## src/rtl/sid_adsr_mux.sv

```systemverilog
// Time-multiplexed SID-style ADSR envelope for NUM_VOICES voices; voice v is updated in prescaler slot v.
// Level registered one clk after its slot; no backpressure, en_i low freezes prescaler and all voice state.
module sid_adsr_mux #(
   parameter int NUM_VOICES = 3,
   parameter int CLK_DIV    = 24,
   parameter int RATE_W     = 15
) (
   input  logic                    clk,
   input  logic                    rst_n,
   input  logic                    en_i,
   input  logic [NUM_VOICES-1:0]   gate_i,
   input  logic [4*NUM_VOICES-1:0] attack_i,
   input  logic [4*NUM_VOICES-1:0] decay_i,
   input  logic [4*NUM_VOICES-1:0] sustain_i,
   input  logic [4*NUM_VOICES-1:0] release_i,
   output logic [8*NUM_VOICES-1:0] env_out_o,
   output logic [2*NUM_VOICES-1:0] env_state_o
);

   localparam int PSC_W = (CLK_DIV > 1) ? $clog2(CLK_DIV) : 1;
   localparam int VID_W = (NUM_VOICES > 1) ? $clog2(NUM_VOICES) : 1;
   localparam logic [PSC_W-1:0] PSC_LAST   = PSC_W'(CLK_DIV - 1);
   localparam logic [PSC_W-1:0] VOICE_LAST = PSC_W'(NUM_VOICES - 1);

   if (NUM_VOICES < 1) begin : g_chk_voices
      $error("sid_adsr_mux: NUM_VOICES must be >= 1");
   end
   if (CLK_DIV < NUM_VOICES) begin : g_chk_div
      $error("sid_adsr_mux: CLK_DIV must be >= NUM_VOICES");
   end
   if (RATE_W < 15) begin : g_chk_rate
      $error("sid_adsr_mux: RATE_W too narrow for the longest rate period");
   end

   typedef enum logic [1:0] {
      ST_RELEASE   = 2'd0,
      ST_ATTACK    = 2'd1,
      ST_DECAY_SUS = 2'd2
   } env_st_e;

   // Rate table stored as period-1 so the counter compares directly against it.
   function automatic logic [RATE_W-1:0] period_m1(input logic [3:0] idx);
      case (idx)
         4'd0:    period_m1 = RATE_W'(8);
         4'd1:    period_m1 = RATE_W'(31);
         4'd2:    period_m1 = RATE_W'(62);
         4'd3:    period_m1 = RATE_W'(94);
         4'd4:    period_m1 = RATE_W'(148);
         4'd5:    period_m1 = RATE_W'(219);
         4'd6:    period_m1 = RATE_W'(266);
         4'd7:    period_m1 = RATE_W'(312);
         4'd8:    period_m1 = RATE_W'(391);
         4'd9:    period_m1 = RATE_W'(976);
         4'd10:   period_m1 = RATE_W'(1953);
         4'd11:   period_m1 = RATE_W'(3125);
         4'd12:   period_m1 = RATE_W'(3906);
         4'd13:   period_m1 = RATE_W'(11719);
         4'd14:   period_m1 = RATE_W'(19531);
         default: period_m1 = RATE_W'(31250);
      endcase
   endfunction

   function automatic logic [4:0] exp_div_m1(input logic [7:0] lvl);
      if (lvl > 8'h5D)      exp_div_m1 = 5'd0;
      else if (lvl > 8'h36) exp_div_m1 = 5'd1;
      else if (lvl > 8'h1A) exp_div_m1 = 5'd3;
      else if (lvl > 8'h0E) exp_div_m1 = 5'd7;
      else if (lvl > 8'h06) exp_div_m1 = 5'd15;
      else                  exp_div_m1 = 5'd29;
   endfunction

   logic [PSC_W-1:0]  psc_q, psc_d;
   logic [7:0]        env_q   [NUM_VOICES];
   env_st_e           st_q    [NUM_VOICES];
   logic [RATE_W-1:0] rate_q  [NUM_VOICES];
   logic [4:0]        exp_q   [NUM_VOICES];
   logic [NUM_VOICES-1:0] gprev_q;

   logic [3:0] atk_v [NUM_VOICES];
   logic [3:0] dcy_v [NUM_VOICES];
   logic [3:0] sus_v [NUM_VOICES];
   logic [3:0] rel_v [NUM_VOICES];

   for (genvar g = 0; g < NUM_VOICES; g++) begin : g_voice_io
      assign atk_v[g] = attack_i[4*g +: 4];
      assign dcy_v[g] = decay_i[4*g +: 4];
      assign sus_v[g] = sustain_i[4*g +: 4];
      assign rel_v[g] = release_i[4*g +: 4];
      assign env_out_o[8*g +: 8]   = env_q[g];
      assign env_state_o[2*g +: 2] = st_q[g];
   end

   logic              slot_vld;
   logic [VID_W-1:0]  cur_v;
   logic              gate_cur, gprev_cur;
   logic [7:0]        env_cur, env_d, sus_lvl;
   env_st_e           st_cur, st_d;
   logic [RATE_W-1:0] rate_cur, rate_d, per_m1;
   logic [4:0]        exp_cur, exp_d;
   logic              rate_wrap, exp_hit;

   assign slot_vld = en_i && (psc_q <= VOICE_LAST);
   assign cur_v    = VID_W'(psc_q);

   always_comb begin
      psc_d = psc_q;
      if (en_i) begin
         psc_d = (psc_q == PSC_LAST) ? '0 : psc_q + PSC_W'(1);
      end
   end

   // Shared per-slot datapath: the selected voice's state is read, advanced and written back.
   always_comb begin
      gate_cur  = gate_i[cur_v];
      gprev_cur = gprev_q[cur_v];
      env_cur   = env_q[cur_v];
      st_cur    = st_q[cur_v];
      rate_cur  = rate_q[cur_v];
      exp_cur   = exp_q[cur_v];
      sus_lvl   = {sus_v[cur_v], sus_v[cur_v]};
      per_m1    = period_m1(rel_v[cur_v]);
      case (st_cur)
         ST_ATTACK:    per_m1 = period_m1(atk_v[cur_v]);
         ST_DECAY_SUS: per_m1 = period_m1(dcy_v[cur_v]);
         default:      per_m1 = period_m1(rel_v[cur_v]);
      endcase
      rate_wrap = (rate_cur == per_m1);
      exp_hit   = (st_cur == ST_ATTACK) || (exp_cur == exp_div_m1(env_cur));

      env_d  = env_cur;
      st_d   = st_cur;
      rate_d = rate_cur;
      exp_d  = exp_cur;

      if (gate_cur != gprev_cur) begin
         st_d   = gate_cur ? ST_ATTACK : ST_RELEASE;
         rate_d = '0;
         exp_d  = '0;
      end else if (rate_wrap) begin
         rate_d = '0;
         if (!exp_hit) begin
            exp_d = exp_cur + 5'd1;
         end else begin
            exp_d = '0;
            case (st_cur)
               ST_ATTACK: begin
                  if (env_cur != 8'hFF) env_d = env_cur + 8'd1;
                  if (env_cur >= 8'hFE) st_d = ST_DECAY_SUS;
               end
               ST_DECAY_SUS: begin
                  if (env_cur > sus_lvl) env_d = env_cur - 8'd1;
               end
               default: begin
                  if (env_cur != 8'h00) env_d = env_cur - 8'd1;
               end
            endcase
         end
      end else begin
         // Counter above a freshly shortened period runs on to 2^RATE_W before wrapping.
         rate_d = rate_cur + RATE_W'(1);
      end
   end

   always_ff @(posedge clk or negedge rst_n) begin
      if (!rst_n) begin
         psc_q   <= '0;
         gprev_q <= '0;
         for (int v = 0; v < NUM_VOICES; v++) begin
            env_q[v]  <= '0;
            st_q[v]   <= ST_RELEASE;
            rate_q[v] <= '0;
            exp_q[v]  <= '0;
         end
      end else begin
         psc_q <= psc_d;
         if (slot_vld) begin
            env_q[cur_v]   <= env_d;
            st_q[cur_v]    <= st_d;
            rate_q[cur_v]  <= rate_d;
            exp_q[cur_v]   <= exp_d;
            gprev_q[cur_v] <= gate_cur;
         end
      end
   end

endmodule

```

## config.mk

```make
export PLATFORM = sky130hd
export DESIGN_NAME = sid_adsr_mux
export DESIGN_NICKNAME = d
export VERILOG_FILES = /design/src/rtl/sid_adsr_mux.sv
export SDC_FILE = /design/constraint.sdc
export NUM_CORES = 1
export LEC_CHECK = 0
export CAP_MARGIN = 20
export CORE_UTILIZATION = 55
export CTS_BUF_LIST = sky130_fd_sc_hd__clkbuf_16
export DETAILED_ROUTE_END_ITERATION = 10
export PLACE_DENSITY_LB_ADDON = 0.12
export SYNTH_ARGS = -nofsm -noshare
export SYNTH_HDL_FRONTEND = slang
export SYNTH_SLANG_ARGS = --single-unit
```

## constraint.sdc

```tcl
create_clock -name clk -period 12.49 [get_ports clk]
set_input_delay 2.498 -clock clk [delete_from_list [all_inputs] [get_ports clk]]
set_output_delay 2.498 -clock clk [all_outputs]
set_load 0.02 [all_outputs]
```

==> results_dict.tcl <==
set metrics [dict create \
    path_clk_slew_ns 0.06 \
    die_h_um 124 \
    cts_setup_buffers 0 \
    clk-insertion-delay-late_ns 0.36 \
    grt.overflow.total 0 \
    critical_path_class "in -> reg" \
    clockBufferDepth 2 \
    num-nets-final 1081 \
    cts_hold_buf 0 \
    r2r_cells 15 \
    design.die.area_um2 15400 \
    status "finished clean" \
    drt_iter0_markers 652 \
    layout_common_cells "96 x dfrtp_1, 83 x nand2_1, 82 x nor2_1, 82 x clkdlybuf4s50_1, 67 x o21ai_0" \
    required_ns 12.68 \
    synth-edff-count 0 \
    period_share_pct 52.5 \
    slowest_delay_ns 0.68 \
    fp.dieW_um 124 \
    power_mw 2.16 \
    maxSlewHeadroom_pct 30.6 \
    start_util_pct 56.4 \
    viasPerCell 6.40 \
    grt_pass1_vias 6920 \
    rows 44 \
    syn-num-nets 1035 \
    htreeDepth 3 \
    tritoncts "built" \
    hp-class "reg -> reg" \
    p_per_area_nw_per_um2 231 \
    cts_sinks 98 \
    firstDrtPassIters 6 \
    cp_cell_sequence "clkdlybuf4s50_1 -> mux2i_1 -> a2bb2oi_2 -> inv_1 -> ha_1 -> o211ai_1 -> a211oi_1 -> a2111oi_0 -> nand3_1 -> a2111oi_4 -> nand3_4 -> o31ai_1 -> a31oi_1" \
    fin_crit_ns 6.55 \
    avgSynthCellArea_um2 8.75 \
    cp-startpoint "release_i[4]" \
    vias 7497 \
    drive_gt1_share_pct 6.38 \
    wl_per_cell_um 19.0 \
    cts-root-buf "clkbuf_16" \
    final.setup.tns_ns 0 \
    yosysUniqueCellTypes 82 \
    antenna_found_initial 0 \
    area_growth_pct 14.0 \
    setup_viol 0 \
    hold_viol 0 \
    cp_data_arrival_time_ns 6.75 \
    endpoint "env_out_o[7]" \
    final_antenna_net_count 0 \
    place_hpwl_um 15800 \
    r2r_setup_slack_ns 6.40 \
    max_freq_ghz 0.153 \
    crit_slowest_cell "a2111oi_0" \
    grt_max_degree 62 \
    drcViolationCount 0 \
    hold_path.startpoint "rate_q[0]" \
    cp_max_fo 17 \
    ys.flop_type "dfrtp_1" \
    fillers 1282 \
    io_buffers 83 \
    r2r-start "psc_q[1]" \
    drv_cap 0 \
    grtUsageTotal_pct 30.2 \
    synth_cells 936 \
    cts_resized 0 \
    routed_wl_um 22300 \
    fin_skew_ns 0.0101 \
    yosysWarningCount 0 \
    gp_congestion 0.939 \
    grt_setup_unrepaired "no" \
    grt_pass1_wl_um 35900 \
    tightest_slew_ns 1.04 \
    cp-end-kind "flop" \
    ys_seq_elements 98 \
    syn_area_um2 8190 \
    slew_viol_final 0 \
    p_leak_nw 3.90 \
    yosysSeqAreaShare_pct 29.9 \
    reg2reg_to "env_out_o[7]" \
    crit_path_start_kind "input port" \
    numCtsBuffers 9 \
    layout_commonest_cell "dfrtp_1" \
    ys_async_sr_fraction_pct 100 \
    core_um2 14500 \
    ios 84 \
    irDropWorstVdd_uv 150 \
    diodes 0 \
]
==> cells by family (layout without fill, tap and decap cells) <==
logic type	after synthesis	after routing	synth area share, %
flops	98	98	29.9
xor+xnor	36	36	3.85
fa+ha+maj	45	45	6.87
buf+inv	92	143	5.36
compound gates	310	310	27.6
mux	70	70	9.02
simple gates	285	285	17.4
==> synthesized netlist by cell type, drive strengths merged, types with 7 or more instances <==
master | instances | area share [%]
nand3b | 7 | 0.64
nand3 | 29 | 2.0
a21oi | 32 | 2.0
o21ai | 79 | 5.2
xor2 | 8 | 0.86
o31ai | 16 | 1.5
inv | 29 | 1.3
dfrtp | 98 | 30
a21o | 11 | 1.0
nand2 | 83 | 3.8
xnor2 | 28 | 3.0
nor4 | 9 | 0.87
o211ai | 11 | 1.0
and3 | 8 | 0.61
mux2 | 8 | 1.1
clkbuf | 30 | 1.4
nand2b | 10 | 0.76
o22ai | 9 | 0.69
a2bb2oi | 10 | 1.7
mux2i | 62 | 7.9
a22o | 34 | 3.6
buf | 29 | 2.4
ha | 45 | 6.9
nor3 | 16 | 1.2
o2bb2ai | 12 | 1.4
a31oi | 38 | 2.9
nand4 | 7 | 0.53
nor2 | 82 | 3.8
==> sequential cells by signal, indices dropped and copies added (netlist names) <==
name and count:
env_out_o 24, env_state_o 6, exp_q 15, gprev_q 3, psc_q 5, rate_q 45
==> per-layer routing <==
metal / GRT usage [%] / vias to the layer above / wire [um]
met2: 48.8 / 304 / 10400
met5: 0 / - / 0
met3: 4.72 / 44 / 1380
met4: 10.3 / 0 / 494
met1: 40.9 / 3555 / 9930
li1: - / 3594 / -
==> power breakdown <==
group / switching, mW / leakage [nW] / internal, mW
sequential: 0.0667 / 1.29 / 0.385
combinational: 0.893 / 2.46 / 0.521
clock: 0.121 / 0.156 / 0.174
total: 1.08 / 3.90 / 1.08
==> worst min path at each step <==
| stage | to | depth (start not counted) |
|---|---|---|
| 4_1_cts | exp_q[13] | 2 |
| 3_5_place_dp | exp_q[13] | 2 |
| 6_report | rate_q[0] | 2 |
| 3_3_place_gp | rate_q[17] | 2 |
| 2_1_floorplan | exp_q[8] | 2 |
| 5_1_grt | rate_q[13] | 1 |
==> final cells by class <==
cell class | instances | area (um^2) | area share [%]
multi-input cells | 746 | 5310 | 56.8
flip-flops and latches | 98 | 2460 | 26.3
repair buffers | 94 | 911 | 9.75
well taps | 184 | 230 | 2.46
clock buffers | 9 | 225 | 2.41
inverters | 33 | 124 | 1.33
clock inverters | 7 | 87.6 | 0.937
==> metrics by stage <==
| step | instance area (um^2) | setup WS [ns] | cells | hold WS (ns) | utilization [%] |
|---|---|---|---|---|---|
| 2_1_floorplan | 8190 | 6.54 | 936 | 0.444 | - |
| 3_3_place_gp | 9030 | 5.66 | 1155 | 0.461 | 62.1 |
| 3_5_place_dp | 9030 | 5.59 | 1155 | 0.467 | 62.1 |
| 4_1_cts | 9350 | 5.97 | 1171 | 0.483 | 64.3 |
| 5_1_grt | 9350 | 5.59 | 1171 | 0.500 | 64.3 |
| 6_report | 9350 | 5.94 | 1171 | 0.481 | 64.3 |
==> worst max-delay path, delay by kind of cell <==
kind                     cells  cell delay, ns
AND/OR/NAND/NOR              2            0.55
adder cells (fa/ha/maj)      1            0.32
multiplexers                 1            0.17
buffers and inverters        2            0.62
AO/OA/AOI/OAI                7            2.57
(Power assumes the default switching activity.)
